--- src/rtl/z80_cycle_tracker_pkg.sv ---
// ============================================================================
// Module   : z80_cycle_tracker_pkg
// Brief    : Shared Z80 bus definitions for the RAM-expansion front end:
//            cycle-type codes and default tracker configuration.
// Revision : 1.0 - initial release
// ============================================================================
`default_nettype none

package z80_cycle_tracker_pkg;

  // Bus-cycle classification codes, also used directly as FSM state encoding
  localparam logic [2:0] CYC_IDLE  = 3'd0;
  localparam logic [2:0] CYC_FETCH = 3'd1;
  localparam logic [2:0] CYC_MRD   = 3'd2;
  localparam logic [2:0] CYC_MWR   = 3'd3;
  localparam logic [2:0] CYC_RFSH  = 3'd4;
  localparam logic [2:0] CYC_IO    = 3'd5;
  localparam logic [2:0] CYC_INTA  = 3'd6;

  // Default tag in data[7:6] marking a bank-register write
  localparam logic [1:0] REG_TAG_DEF = 2'b11;

  // Default T-state counter width
  localparam int TCNT_W_DEF = 3;

endpackage : z80_cycle_tracker_pkg

`default_nettype wire

--- src/rtl/z80_edge_det.sv ---
// ============================================================================
// Module   : z80_edge_det
// Brief    : Falling-edge detector for an active-low Z80 strobe. The history
//            flop resets to DISARM_VAL; with the default of 0 no edge can be
//            reported until the strobe has been sampled high at least once.
// Revision : 1.0 - initial release
// ============================================================================
`default_nettype none

module z80_edge_det #(
  parameter logic DISARM_VAL = 1'b0
) (
  input  logic clk,
  input  logic reset_b,
  input  logic sig_b,
  output logic sig_q,
  output logic fall
);

  logic r_q;

  // Previous-sample history of the strobe, updated every clock
  always_ff @(posedge clk or negedge reset_b) begin
    if (!reset_b) begin
      r_q <= DISARM_VAL;
    end else begin
      r_q <= sig_b;
    end
  end

  assign sig_q = r_q;
  assign fall  = r_q & ~sig_b;

endmodule : z80_edge_det

`default_nettype wire

--- src/rtl/z80_cycle_tracker.sv ---
// ============================================================================
// Module   : z80_cycle_tracker
// Brief    : Classifies Z80 bus cycles (fetch, mem read/write, refresh, IO,
//            interrupt ack), counts T-states, predicts memory writes and
//            captures bank-select IO writes as a one-clock strobe.
// Options  : IOWR_GLITCH_FILTER_EN - require the bank-write condition on two
//            consecutive clocks before strobing (data from second sample).
// Revision : 1.0 - initial release
// ============================================================================
`default_nettype none

module z80_cycle_tracker
  import z80_cycle_tracker_pkg::*;
#(
  parameter int         TCNT_W  = TCNT_W_DEF,
  parameter logic [1:0] REG_TAG = REG_TAG_DEF
) (
  input  logic              clk,
  input  logic              reset_b,
  input  logic              mreq_b,
  input  logic              iorq_b,
  input  logic              rd_b,
  input  logic              wr_b,
  input  logic              m1_b,
  input  logic              rfsh_b,
  input  logic              adr15,
  input  logic              adr14,
  input  logic              adr8,
  input  logic [7:0]        data,
  output logic [2:0]        cyc_type,
  output logic              mwr_cyc,
  output logic              mwr_cyc_d,
  output logic              adr15_lat,
  output logic [TCNT_W-1:0] tcount,
  output logic              reg_wr_stb,
  output logic [5:0]        reg_data,
  output logic              reg_port
);

  localparam logic [TCNT_W-1:0] TC_MAX = {TCNT_W{1'b1}};
  localparam logic [TCNT_W-1:0] TC_ONE = {{(TCNT_W-1){1'b0}}, 1'b1};

  logic              w_mreq_q, w_mreq_fall;
  logic              w_iorq_q, w_iorq_fall;
  logic [2:0]        r_state, w_next;
  logic              w_enter;
  logic              r_mwr;
  logic              r_a15;
  logic [TCNT_W-1:0] r_tcount;
  logic              r_taken;
  logic              w_qual, w_fire;
  logic              r_stb;
  logic [5:0]        r_rdata;
  logic              r_rport;
  logic              w_unused;

  z80_edge_det #(.DISARM_VAL(1'b0)) u_mreq_edge (
    .clk     (clk),
    .reset_b (reset_b),
    .sig_b   (mreq_b),
    .sig_q   (w_mreq_q),
    .fall    (w_mreq_fall)
  );

  z80_edge_det #(.DISARM_VAL(1'b0)) u_iorq_edge (
    .clk     (clk),
    .reset_b (reset_b),
    .sig_b   (iorq_b),
    .sig_q   (w_iorq_q),
    .fall    (w_iorq_fall)
  );

  // Next-state: a fresh strobe edge always starts a new cycle (MREQ before
  // IORQ), so back-to-back cycles never need to pass through IDLE
  always_comb begin
    w_next = r_state;
    if (w_mreq_fall) begin
      if (!rfsh_b)     w_next = CYC_RFSH;
      else if (!m1_b)  w_next = CYC_FETCH;
      else if (!rd_b)  w_next = CYC_MRD;
      else             w_next = CYC_MWR;
    end else if (w_iorq_fall) begin
      w_next = m1_b ? CYC_IO : CYC_INTA;
    end else if (r_state == CYC_FETCH && !rfsh_b) begin
      w_next = CYC_RFSH;
    end else if (r_state != CYC_IDLE && mreq_b && iorq_b) begin
      w_next = CYC_IDLE;
    end
  end

  // Entering a new cycle: state change or re-trigger by a new edge
  assign w_enter = (w_next != CYC_IDLE) &&
                   ((w_next != r_state) || w_mreq_fall || w_iorq_fall);

  // Cycle state, registered write flag and T-state counter
  always_ff @(posedge clk or negedge reset_b) begin
    if (!reset_b) begin
      r_state  <= CYC_IDLE;
      r_mwr    <= 1'b0;
      r_tcount <= '0;
    end else begin
      r_state <= w_next;
      r_mwr   <= (w_next == CYC_MWR);
      if (w_enter || w_next == CYC_IDLE) begin
        r_tcount <= '0;
      end else if (r_tcount != TC_MAX) begin
        r_tcount <= r_tcount + TC_ONE;
      end
    end
  end

  // Address bit 15 snapshot at the start of each memory cycle
  always_ff @(posedge clk or negedge reset_b) begin
    if (!reset_b) begin
      r_a15 <= 1'b0;
    end else if (w_mreq_fall) begin
      r_a15 <= adr15;
    end
  end

  // Bank-register write qualifier; r_taken limits it to once per IO cycle
  assign w_qual = (r_state == CYC_IO) && !wr_b && !adr15 &&
                  (data[7:6] == REG_TAG) && !r_taken;

`ifdef IOWR_GLITCH_FILTER_EN
  logic r_pend;

  // Remember a qualifying sample so the strobe needs two in a row
  always_ff @(posedge clk or negedge reset_b) begin
    if (!reset_b) begin
      r_pend <= 1'b0;
    end else begin
      r_pend <= w_qual;
    end
  end

  assign w_fire = w_qual && r_pend;
`else
  assign w_fire = w_qual;
`endif

  // Strobe, payload capture and per-cycle taken flag
  always_ff @(posedge clk or negedge reset_b) begin
    if (!reset_b) begin
      r_stb   <= 1'b0;
      r_rdata <= '0;
      r_rport <= 1'b0;
      r_taken <= 1'b0;
    end else begin
      r_stb <= w_fire;
      if (w_fire) begin
        r_rdata <= data[5:0];
        r_rport <= adr8;
      end
      if (r_state == CYC_IDLE || w_enter) begin
        r_taken <= 1'b0;
      end else if (w_fire) begin
        r_taken <= 1'b1;
      end
    end
  end

  assign cyc_type   = r_state;
  assign mwr_cyc    = r_mwr;
  assign mwr_cyc_d  = w_mreq_q & ~mreq_b & rfsh_b & rd_b & m1_b;
  assign adr15_lat  = r_a15;
  assign tcount     = r_tcount;
  assign reg_wr_stb = r_stb;
  assign reg_data   = r_rdata;
  assign reg_port   = r_rport;

  // adr14 is part of the bus interface but not needed for classification
  assign w_unused = &{1'b0, adr14, w_iorq_q};

endmodule : z80_cycle_tracker

`default_nettype wire

--- config.mk ---
export PLATFORM = sky130hd
export DESIGN_NAME = z80_cycle_tracker
export DESIGN_NICKNAME = d
export VERILOG_FILES = /design/src/rtl/z80_cycle_tracker_pkg.sv /design/src/rtl/z80_edge_det.sv /design/src/rtl/z80_cycle_tracker.sv
export SDC_FILE = /design/constraint.sdc
export NUM_CORES = 1
export LEC_CHECK = 0
export ABC_AREA = 0
export ABC_CLOCK_PERIOD_IN_PS = 2100
export CAP_MARGIN = 10
export CORE_ASPECT_RATIO = 1.75
export CORE_MARGIN = 3
export CORE_UTILIZATION = 33
export DETAILED_ROUTE_END_ITERATION = 7
export PLACE_DENSITY = 0.6
export SYNTH_ARGS = -nofsm -noshare
export SYNTH_HDL_FRONTEND = slang
export SYNTH_HIERARCHICAL = 1
export SYNTH_SLANG_ARGS = --single-unit
--- constraint.sdc ---
create_clock -name clk -period 2.1 [get_ports clk]
set_input_delay 0.315 -clock clk [delete_from_list [all_inputs] [get_ports clk]]
set_output_delay 0.315 -clock clk [all_outputs]
set_load 0.05 [all_outputs]
; ---- Word-level counts from Yosys, hierarchy flattened
; Cells that the tools add are included.
[word_totals]
reg_bits = 19
latchBits = 0
mem_bits_rw = 0
rom_bits = 0
output_inout_bits = 17
word_cells = 58
memories = 0
[classes]
addsub = 1
mul = 0
div = 0
n_lt_le_gt_ge = 0
n_eq_ne = 6
shift = 0
mux = 12
n_bitwise = 7
reduce_logical = 22
[ops]
columns = operator, count
row1 = 3-bit 2-to-1 mux, 7
row2 = 1-bit logical AND, 8
row3 = 3-bit zero test, 2
row4 = 3-bit nonzero test, 2
row5 = 1-bit bitwise AND, 5
row6 = 1-bit zero test, 4
row7 = 1-bit logical OR, 4
row8 = 2-bit 2-to-1 mux, 2
row9 = 2-bit nonzero test, 2
row10 = 3-bit by 1-bit adder with 3-bit output (second input constant), 1
row11 = 3-bit by 1-bit equality test with 1-bit output (second input constant), 1
row12 = 3-bit by 2-bit equality test with 1-bit output (second input constant), 1
row13 = 3-bit equality test (second input constant), 1
row14 = 1-bit 2-to-1 mux, 3
row15 = 3-bit inequality test, 1
row16 = 3-bit inequality test (second input constant), 1
row17 = 2-bit equality test (second input constant), 1
row18 = 1-bit inverter, 2

; ---- Longest topological paths before layout
; Gate-level depths: netlist of the first run.
[depth]
ltp_word = 13
mapped_depth = 7

; ---- Hierarchy
; Netlist of the first run, hierarchy kept.
[modules_own_cells]
columns = mod, instances, cells_each, area_each_um2, seq_area_each_um2
row1 = z80_cycle_tracker, 1, 84, 838.3, 425.4
row2 = z80_edge_det, 2, 2, 38.8, 25.0

; ---- Least setup slack after synthesis of the first run
; Ideal clock, no wire load.
[synth_timing]
path_type = reg2reg
start = reg r_state[0], in the netlist cyc_type[0]
end = reg r_tcount[0], in the netlist tcount[0]
setup_time_ps = 126
arrival_ps = 1551
path_slack_ps = 422
path_stages_with_launch = 6
path_cell_list = dfrtp_1 -> nor4b_4 -> o41ai_2 -> o211ai_1 -> a21oi_2 -> nor3_1
[synth_between]
elab_chain_len = 13
word_cells_on_any_way = 18
cone_classes = eq/ne (2) / mux (5) / reduce/logical (11)
[synth_rtl]
columns = item, line
row1 = start: declaration, z80_cycle_tracker.sv:45  ; logic [2:0] r_state, w_next;
row2 = start signal: assignment, z80_cycle_tracker.sv:102  ; r_state <= w_next;
row3 = 3-bit nonzero test, z80_cycle_tracker.sv:86  ; end else if (r_state != CYC_IDLE && mreq_b && iorq_b) begin
row4 = 1-bit logical AND (2 in a row), z80_cycle_tracker.sv:86
row5 = 3-bit 2-to-1 mux, z80_cycle_tracker.sv:86
row6 = 3-bit 2-to-1 mux, z80_cycle_tracker.sv:84  ; end else if (r_state == CYC_FETCH && !rfsh_b) begin
row7 = 3-bit 2-to-1 mux, z80_cycle_tracker.sv:82  ; end else if (w_iorq_fall) begin
row8 = 3-bit 2-to-1 mux, z80_cycle_tracker.sv:77  ; if (w_mreq_fall) begin
row9 = 3-bit inequality test, z80_cycle_tracker.sv:93  ; ((w_next != r_state) || w_mreq_fall || w_iorq_fall);
row10 = 1-bit logical OR (2 in a row), z80_cycle_tracker.sv:93
row11 = 1-bit logical AND, z80_cycle_tracker.sv:92  ; assign w_enter = (w_next != CYC_IDLE) &&
row12 = 1-bit logical OR *, z80_cycle_tracker.sv:104  ; if (w_enter || w_next == CYC_IDLE) begin
row13 = 3-bit 2-to-1 mux or 2-bit nonzero test (tied branches), n/a
row14 = end signal: assignment, z80_cycle_tracker.sv:107  ; r_tcount <= r_tcount + TC_ONE;
row15 = end: declaration, z80_cycle_tracker.sv:49  ; logic [TCNT_W-1:0] r_tcount;
; Every way passes the cells marked *; elsewhere a longest branch is shown, timed or not.
; A chain may end at the register's enable or synchronous reset.

; ---- Worst setup path in the final report of the first run
[layout_timing]
start = reg r_state[2], in the netlist cyc_type[2]
end = out cyc_type[2]
[layout_lines]
columns = item, line
row1 = end: declaration, z80_cycle_tracker.sv:30  ; output logic [2:0] cyc_type,
; No word-level cell between the ends.

==> flow_metrics.py, run 1 <==
metrics = {
    "status": {
        "status": "complete, no violations",
    },
    "route": {
        "drt_iter0_markers": 10,
        "vias_per_cell": 5.07,
        "routedWlPerCell_um": 12.8,
        "wl_um": 1970,
        "drtAntennaViolNets": 0,
        "dr.pass1.iters": 5,
        "num_vias": 781,
        "drc": 0,
    },
    "placed_design": {
        "numPortBuffers": 34,
        "place_area_um2": 1320,
        "gp_congestion": 0.759,
        "dp.final_hpwl_um": 1600,
    },
    "synthesis": {
        "async_reset_ff_frac": 1.00,
        "synth_area_leader_cell": "dfrtp_1",
        "synth_top_area_share": 0.519,
        "synth_area_leaders": "dfrtp_1 (52%), nand2_1 (10%), nor2b_4 (3.0%), ha_1 (2.7%), nor4b_4 (2.6%)",
        "yosysWarnings": 6,
        "synth_area_um2": 916,
        "synth_enable_flop_cells": 0,
        "yosys.cell_types.count": 31,
        "syn-num-nets": 109,
        "ys_seq_elements": 19,
        "synth-main-ff-cell": "dfrtp_1",
        "avgSynthCellArea_um2": 10.4,
        "synth_cells": 88,
        "synth_seq_area_share": 0.519,
    },
    "critical_path": {
        "cp.arrival_ns": 1.63,
        "critPathTopFamily": "buffers and inverters",
        "path_class": "flop to output port",
        "max_stage_delay_ns": 0.86,
        "crit_buf_inv": 1,
        "cp.depth": 1,
        "cp-end-kind": "output port",
        "r2r_cells": 5,
        "cp_cell_sequence": "clkdlybuf4s50_1",
        "cp_slowest_cell": "clkdlybuf4s50_1",
        "cp_max_fo": 7,
        "required_ns": 1.78,
        "startpoint_type": "flop",
    },
    "sta": {
        "grt_setup_unrepaired": "no",
        "fmax_ghz": 0.514,
        "finalCritPeriodShare": 0.926,
        "slew_headroom": 0.650,
        "skew_ns": 0.00154,
        "final_hold_viol_count": 0,
        "drv_slew": 0,
        "timing.setup.tns_ns": 0,
        "period_minus_slack_ns": 1.94,
        "setup_viol": 0,
        "worst_pin_slew_ns": 0.524,
    },
    "clock_network": {
        "cts_buffers": 3,
        "cts_buffer_depth": 2,
        "clock-root-buffer": "clkbuf_8",
        "cts.sinks": 19,
        "ctsResizeCount": 0,
        "hold_buffers": 0,
        "clk_pin_slew_ns": 0.07,
        "cts_tree": "built",
        "clk_latency_ns": 0.26,
        "cts-htree-levels": 1,
        "postCtsSetupBuffers": 0,
    },
    "floorplanning": {
        "initial_core_util": 0.355,
        "rows": 24,
        "ios": 36,
        "core_um2": 2580,
        "die_w_um": 45.8,
        "fp.dieH_um": 75.7,
        "dieArea_um2": 3470,
    },
    "finish": {
        "seq_area_um2": 475,
        "multi_input_area_um2": 420,
        "num_antenna_cells": 0,
        "final_common_cell": "clkdlybuf4s50_1",
        "drive_gt1_frac": 0.133,
        "final_area_um2": 1360,
        "layout.nets": 150,
        "mostFrequentLayoutCells": "clkdlybuf4s50_1 (33), nand2_1 (25), dfrtp_1 (19), nor3_1 (4)",
        "fillers": 243,
        "syn2layout_area_growth_pct": 48.8,
    },
    "grt": {
        "grt_pass1_wl_um": 3330,
        "grt_overflow_total": 0,
        "antenna_found_initial": 0,
        "grt_usage": 0.130,
        "grt_max_degree": 20,
        "first_global_vias": 791,
    },
    "pwr": {
        "p_leak_nw": 0.642,
        "power.density_nw_per_um2": 787,
        "ir_worst_vdd_v": 0.000565,
    },
    "flow_run": {
        "drv_cap": 0,
    },
    "hold_path": {
        "min_path_type": "input pin to asynchronous set/reset pin",
    },
}
-- synth_stat cells, types with 2 or more instances --
cell type	number
inv_1	3
nor2b_4	2
nand2_1	25
ha_1	2
mux2i_1	2
nor2_1	3
o21ai_1	3
nand3b_1	2
nor2b_1	3
dfrtp_1	19
nor3_1	4
-- power by group --
part | total (W) | switching (W) | internal (W)
Combinational | 0.000374 | 0.000230 | 0.000144
Sequential | 0.000444 | 0.0000359 | 0.000408
Clock | 0.000254 | 0.000122 | 0.000132
Total | 0.00107 | 0.000388 | 0.000684
-- cell families after synthesis --
kind of cell / count (synthesis) / share of synthesized area
AO/OA/AOI/OAI: 12 / 0.0984
XOR/XNOR: 1 / 0.00956
adder cells (fa/ha/maj): 2 / 0.0273
buffers and inverters: 5 / 0.0218
flip-flops: 19 / 0.519
multiplexers: 3 / 0.0342
AND/OR/NAND/NOR: 46 / 0.290
-- layer usage --
layer / vias up / wire length (µm) / global-route usage
met1: 365 / 731 / 0.142
met4: 0 / 29 / 0.0759
met2: 31 / 1080 / 0.232
met5: - / 0 / 0
met3: 4 / 135 / 0.0165
li1: 381 / - / -
-- worst paths after layout --
check / from / end / slack (ns)
max reg2reg: cyc_type[0] / tcount[1] / 0.51
min reg2reg: reg_data[3] / reg_data[3] / 0.48
max in group asynchronous: reset_b / u_iorq_edge/sig_q / 1.51
min in group clk: reg_data[3] / reg_data[3] / 0.48
min: reset_b / reg_data[1] / 0.40
max: cyc_type[2] / cyc_type[2] / 0.16
-- registers in the layout, summed over array words and instances, names as in the netlist --
name               count
r_taken                1
tcount                 3
u_iorq_edge/sig_q      1
adr15_lat              1
reg_wr_stb             1
cyc_type               3
mwr_cyc                1
u_mreq_edge/sig_q      1
reg_data               6
reg_port               1
-- per-stage QoR --
stage	worst slack, ns	instances	power, W	utilization	hold WS (ns)
after floorplan	0.422	88	0.000673	-	0.0194
after global placement	0.131	150	0.000825	0.510	0.459
after detailed placement	0.0945	150	0.000828	0.510	0.462
after CTS	0.139	154	0.00109	0.528	0.399
after global routing	0.106	154	0.00113	0.528	0.406
final	0.155	154	0.00107	0.528	0.396
-- area by class of cell --
class                   count  share of cell area
clock buffers               3              0.0303
clock inverters             1             0.00367
inverters                   4              0.0110
multi-input cells          64               0.309
flip-flops and latches     19               0.349
well taps                  26              0.0239
repair buffers             37               0.274
Note: power is estimated with default switching activity, not from simulation.
==> run 2: changes to the inputs <==
--- a/config.mk
+++ b/config.mk
@@ -10,9 +10,10 @@
 export CAP_MARGIN = 10
 export CORE_ASPECT_RATIO = 1.75
 export CORE_MARGIN = 3
-export CORE_UTILIZATION = 33
+export CORE_UTILIZATION = 29
 export DETAILED_ROUTE_END_ITERATION = 7
-export PLACE_DENSITY = 0.6
+export PLACE_DENSITY = 0.54
+export REMOVE_ABC_BUFFERS = 1
 export SYNTH_ARGS = -nofsm -noshare
 export SYNTH_HDL_FRONTEND = slang
 export SYNTH_HIERARCHICAL = 1
==> run 2 against run 1 <==
Critical path depth stayed put; combinational power about the same; wire length is 6.6% higher; count of clock-buffer cells in the layout up 1; sequential power barely moved; power is 0.23% lower; worst hold slack worse by 0.011 ns; global-route usage decreased by 0.43 points; die area grew 12%; largest power group unchanged.
==> flow_metrics.py, run 2 (same netlist as run 1, synthesis figures left out) <==
metrics = {
    "status": {
        "status": "complete, no violations",
    },
    "flow_run": {
        "drv_cap": 0,
    },
    "clock_network": {
        "cts_buffer_depth": 2,
        "ctsResizeCount": 0,
        "clk_pin_slew_ns": 0.07,
        "cts-htree-levels": 1,
        "clock-root-buffer": "clkbuf_8",
        "postCtsSetupBuffers": 0,
        "cts_buffers": 3,
        "hold_buffers": 0,
        "cts.sinks": 19,
        "clk_latency_ns": 0.26,
        "cts_tree": "built",
    },
    "finish": {
        "mostFrequentLayoutCells": "clkdlybuf4s50_1 (33), nand2_1 (25), dfrtp_1 (19), nor3_1 (4)",
        "final_common_cell": "clkdlybuf4s50_1",
        "syn2layout_area_growth_pct": 50.8,
        "largest_reg_flops": 6,
        "num_antenna_cells": 0,
        "fillers": 294,
        "drive_gt1_frac": 0.125,
        "layout.nets": 150,
    },
    "sta": {
        "finalCritPeriodShare": 0.927,
        "grt_setup_unrepaired": "no",
        "fmax_ghz": 0.513,
        "worst_pin_slew_ns": 0.510,
        "skew_ns": 0.00605,
        "setup_viol": 0,
        "timing.setup.tns_ns": 0,
        "final_hold_viol_count": 0,
        "slew_headroom": 0.659,
        "drv_slew": 0,
        "period_minus_slack_ns": 1.95,
    },
    "grt": {
        "antenna_found_initial": 0,
        "grt_max_degree": 20,
        "grt_pass1_wl_um": 3750,
        "grt_overflow_total": 0,
        "grt_usage": 0.126,
        "first_global_vias": 819,
    },
    "critical_path": {
        "max_stage_delay_ns": 0.86,
        "cp_slowest_cell": "clkdlybuf4s50_1",
        "critPathTopFamily": "buffers and inverters",
        "required_ns": 1.78,
        "cp.arrival_ns": 1.63,
        "crit_buf_inv": 1,
        "cp-end-kind": "output port",
        "path_class": "flop to output port",
        "cp_cell_sequence": "clkdlybuf4s50_1",
        "startpoint_type": "flop",
        "cp_max_fo": 7,
    },
    "pwr": {
        "ir_worst_vdd_v": 0.000532,
        "switching_share": 0.357,
        "p_leak_nw": 0.639,
        "total_power_w": 0.00107,
        "clockPowerShare": 0.235,
        "pwr-share-seq": 0.415,
        "power.internal_w": 0.000687,
        "combPwrFrac": 0.351,
        "power.density_nw_per_um2": 774,
        "switchingPower_w": 0.000382,
    },
    "floorplanning": {
        "dieArea_um2": 3890,
        "rows": 26,
        "ios": 36,
        "fp.dieH_um": 80.3,
        "initial_core_util": 0.309,
        "core_um2": 2960,
        "die_w_um": 48.5,
    },
    "route": {
        "drtAntennaViolNets": 0,
        "routedWlPerCell_um": 12.4,
        "num_vias": 790,
        "vias_per_cell": 4.65,
        "dr.pass1.iters": 4,
        "drc": 0,
        "drt_iter0_markers": 12,
        "wl_um": 2100,
    },
    "hold_path": {
        "min_path_type": "input pin to asynchronous set/reset pin",
    },
    "placed_design": {
        "numPortBuffers": 34,
        "gp_congestion": 0.800,
        "dp.final_hpwl_um": 1670,
    },
}
[run 2: area by class of cell]
class	instances	area [µm²]	share of cell area
repair buffers	37	373	0.270
multi-input cells	64	420	0.304
clock buffers	4	45.0	0.0326
flip-flops and latches	19	475	0.344
inverters	4	15.0	0.0109
well taps	42	52.6	0.0380
[run 2: final timing paths]
path / from / endpoint / slack [ns] / cells after the start
max in group asynchronous: reset_b / reg_data[1] / 1.51 / 2
min reg2reg: reg_port / reg_port / 0.48 / 2
max: cyc_type[2] / cyc_type[2] / 0.15 / 1
min: reset_b / cyc_type[2] / 0.38 / 2
min in group clk: reg_port / reg_port / 0.48 / 2
max reg2reg: cyc_type[0] / tcount[2] / 0.55 / 5
[run 2: power by group through the flow]
stage	Clock (W)	Combinational, W	Sequential [W]
after floorplan	0	0.0000831	0.000589
after global placement	0	0.000375	0.000450
after detailed placement	0	0.000379	0.000450
after CTS	0.000262	0.000380	0.000445
after global routing	0.000277	0.000403	0.000451
final	0.000251	0.000375	0.000444
[run 2: per-stage QoR]
step	instance area, µm²	setup WS (ns)	util	cells	hold WS, ns
final	1380	0.153	0.467	170	0.385
after global routing	1380	0.0993	0.467	170	0.406
after CTS	1380	0.131	0.467	170	0.390
after detailed placement	1340	0.0975	0.451	166	0.468
after global placement	1340	0.127	0.451	166	0.460
after floorplan	911	0.422	-	87	0.0194
[run 2: routing by layer]
layer,vias up,part of all wire,global-route usage
met5,-,0,0
met4,0,0.028,0.0855
li1,382,-,-
met1,372,0.39,0.133
met2,31,0.52,0.221
met3,5,0.059,0.0278
==> run 3: changes to the inputs <==
--- a/config.mk
+++ b/config.mk
@@ -12,8 +12,10 @@
 export CORE_MARGIN = 3
 export CORE_UTILIZATION = 29
 export DETAILED_ROUTE_END_ITERATION = 7
+export GPL_TIMING_DRIVEN = 0
 export PLACE_DENSITY = 0.54
 export REMOVE_ABC_BUFFERS = 1
+export SLEW_MARGIN = 5
 export SYNTH_ARGS = -nofsm -noshare
 export SYNTH_HDL_FRONTEND = slang
 export SYNTH_HIERARCHICAL = 1
==> run 3 against run 2 <==
Power fell by 0.57%; wire length fell by 2.6%; register-to-register slack lost 0.06 ns; clock power about the same; worst hold slack improved by 0.093 ns; clock skew is 0.0026 ns lower; largest cell class unchanged; utilization is 1.1 points lower.
==> flow_metrics.py, run 3 (same netlist as run 1, synthesis figures left out) <==
metrics = {
    "status": {
        "status": "complete, no violations",
    },
    "clock_network": {
        "cts.sinks": 19,
        "cts_tree": "built",
        "cts_buffers": 3,
        "clk_pin_slew_ns": 0.07,
        "ctsResizeCount": 1,
        "cts-htree-levels": 1,
        "clk_latency_ns": 0.25,
        "clock-root-buffer": "clkbuf_8",
        "postCtsSetupBuffers": 0,
        "cts_buffer_depth": 2,
        "hold_buffers": 0,
    },
    "critical_path": {
        "cp-end-kind": "output port",
        "required_ns": 1.78,
        "r2r_cells": 5,
        "path_class": "input pin to output port",
        "startpoint_type": "input pin",
        "reg2reg_from": "cyc_type[0]",
        "worstSetupStartpoint": "rfsh_b",
        "cp.arrival_ns": 1.63,
        "cp_max_fo": 5,
    },
    "hold_path": {
        "min_path_type": "flop to flop",
        "min_from": "reg_data[1]",
        "hold_depth": 2,
    },
    "sta": {
        "worst_pin_slew_ns": 0.873,
        "fmax_ghz": 0.514,
        "finalCritPeriodShare": 0.927,
        "skew_ns": 0.00340,
        "drv_slew": 0,
        "slew_headroom": 0.416,
        "period_minus_slack_ns": 1.95,
        "final_hold_viol_count": 0,
        "setup_ws_ns": 0.153,
        "grt_setup_unrepaired": "no",
        "setup_viol": 0,
    },
    "floorplanning": {
        "core_um2": 2960,
        "die_w_um": 48.5,
        "fp.dieH_um": 80.3,
        "initial_core_util": 0.309,
        "dieArea_um2": 3890,
        "rows": 26,
        "ios": 36,
    },
    "grt": {
        "grt_usage": 0.119,
        "grtUsageMet2": 0.217,
        "gr-max-usage-layer": "met2",
        "grt_use_met3": 0.0278,
        "use_met1": 0.129,
        "grt_pass1_wl_um": 3700,
        "antenna_found_initial": 0,
        "grt_max_degree": 20,
        "grt_overflow_total": 0,
        "first_global_vias": 836,
    },
    "route": {
        "num_vias": 758,
        "drt_iter0_markers": 5,
        "wl_um": 2050,
        "drc": 0,
        "drtAntennaViolNets": 0,
        "routedWlPerCell_um": 12.3,
        "vias_per_cell": 4.54,
        "dr.pass1.iters": 2,
    },
    "placed_design": {
        "gp_congestion": 0.753,
        "numPortBuffers": 34,
        "dpl.cell_count": 163,
        "dp.final_hpwl_um": 1640,
        "place_ws_ns": -0.131,
    },
    "pwr": {
        "power.internal_w": 0.000679,
        "switchingPower_w": 0.000385,
        "clockPowerShare": 0.236,
        "switching_share": 0.362,
        "combPwrFrac": 0.346,
        "ir_worst_vdd_v": 0.000489,
        "pwr-share-seq": 0.418,
        "power.density_nw_per_um2": 788,
        "p_leak_nw": 0.628,
    },
    "finish": {
        "layout.nets": 147,
        "mostFrequentLayoutCells": "clkdlybuf4s50_1 (33), nand2_1 (25), dfrtp_1 (19), nor3_1 (4)",
        "num_antenna_cells": 0,
        "syn2layout_area_growth_pct": 47.3,
        "largest_reg_flops": 6,
        "final_common_cell": "clkdlybuf4s50_1",
        "final_cell_count_no_fill": 167,
        "drive_gt1_frac": 0.104,
    },
    "flow_run": {
        "drv_cap": 0,
    },
}
run 3: layout make-up:
cell class / instances / area (µm²)
Tap cell: 42 / 52.6
Inverter: 4 / 15.0
Clock buffer: 3 / 41.3
Timing Repair Buffer: 34 / 339
Multi-Input combinational cell: 64 / 420
Sequential cell: 19 / 475
Clock inverter: 1 / 5.00
Fill cell: 271 / 1610
run 3: path summary, 6_finish.rpt:
kind	to	slack (ns)
max in group asynchronous	cyc_type[2]	1.00
hold / removal	reg_data[1]	0.48
setup / recovery	mwr_cyc_d	0.15
hold reg to reg	reg_data[1]	0.48
setup reg to reg	tcount[2]	0.49
min in group asynchronous	reg_wr_stb	0.55
run 3: power groups by stage:
stage	Clock [W]	Combinational (W)	Sequential [W]
after floorplan	0	0.0000831	0.000589
after global placement	0	0.000370	0.000449
after detailed placement	0	0.000372	0.000450
after CTS	0.000266	0.000372	0.000444
after global routing	0.000275	0.000391	0.000451
final	0.000251	0.000368	0.000444
run 3: worst max-delay path, stage by stage:
cell and delay [ns]:
clkdlybuf4s50_1 0.60, nand3b_1 0.11, nor2_1 0.08, dlygate4sd2_1 0.53
run 3: metal layers:
metal  part of all wire  routed length, µm
met4             0.0083                 17
met3              0.060                123
met2               0.55               1130
met1               0.38                780
met5                  0                  0
run 3: stage by stage:
stage           util  hold WS, ns  setup TNS [ns]  power [W]  area, µm²
2_1_floorplan      -       0.0194               0   0.000672        911
4_1_cts        0.456        0.480               0    0.00108       1350
5_1_grt        0.456        0.519               0    0.00112       1350
6_report       0.456        0.478               0    0.00106       1350
3_3_place_gp   0.440        0.459          -0.126   0.000819       1300
3_5_place_dp   0.440        0.462          -0.131   0.000822       1300
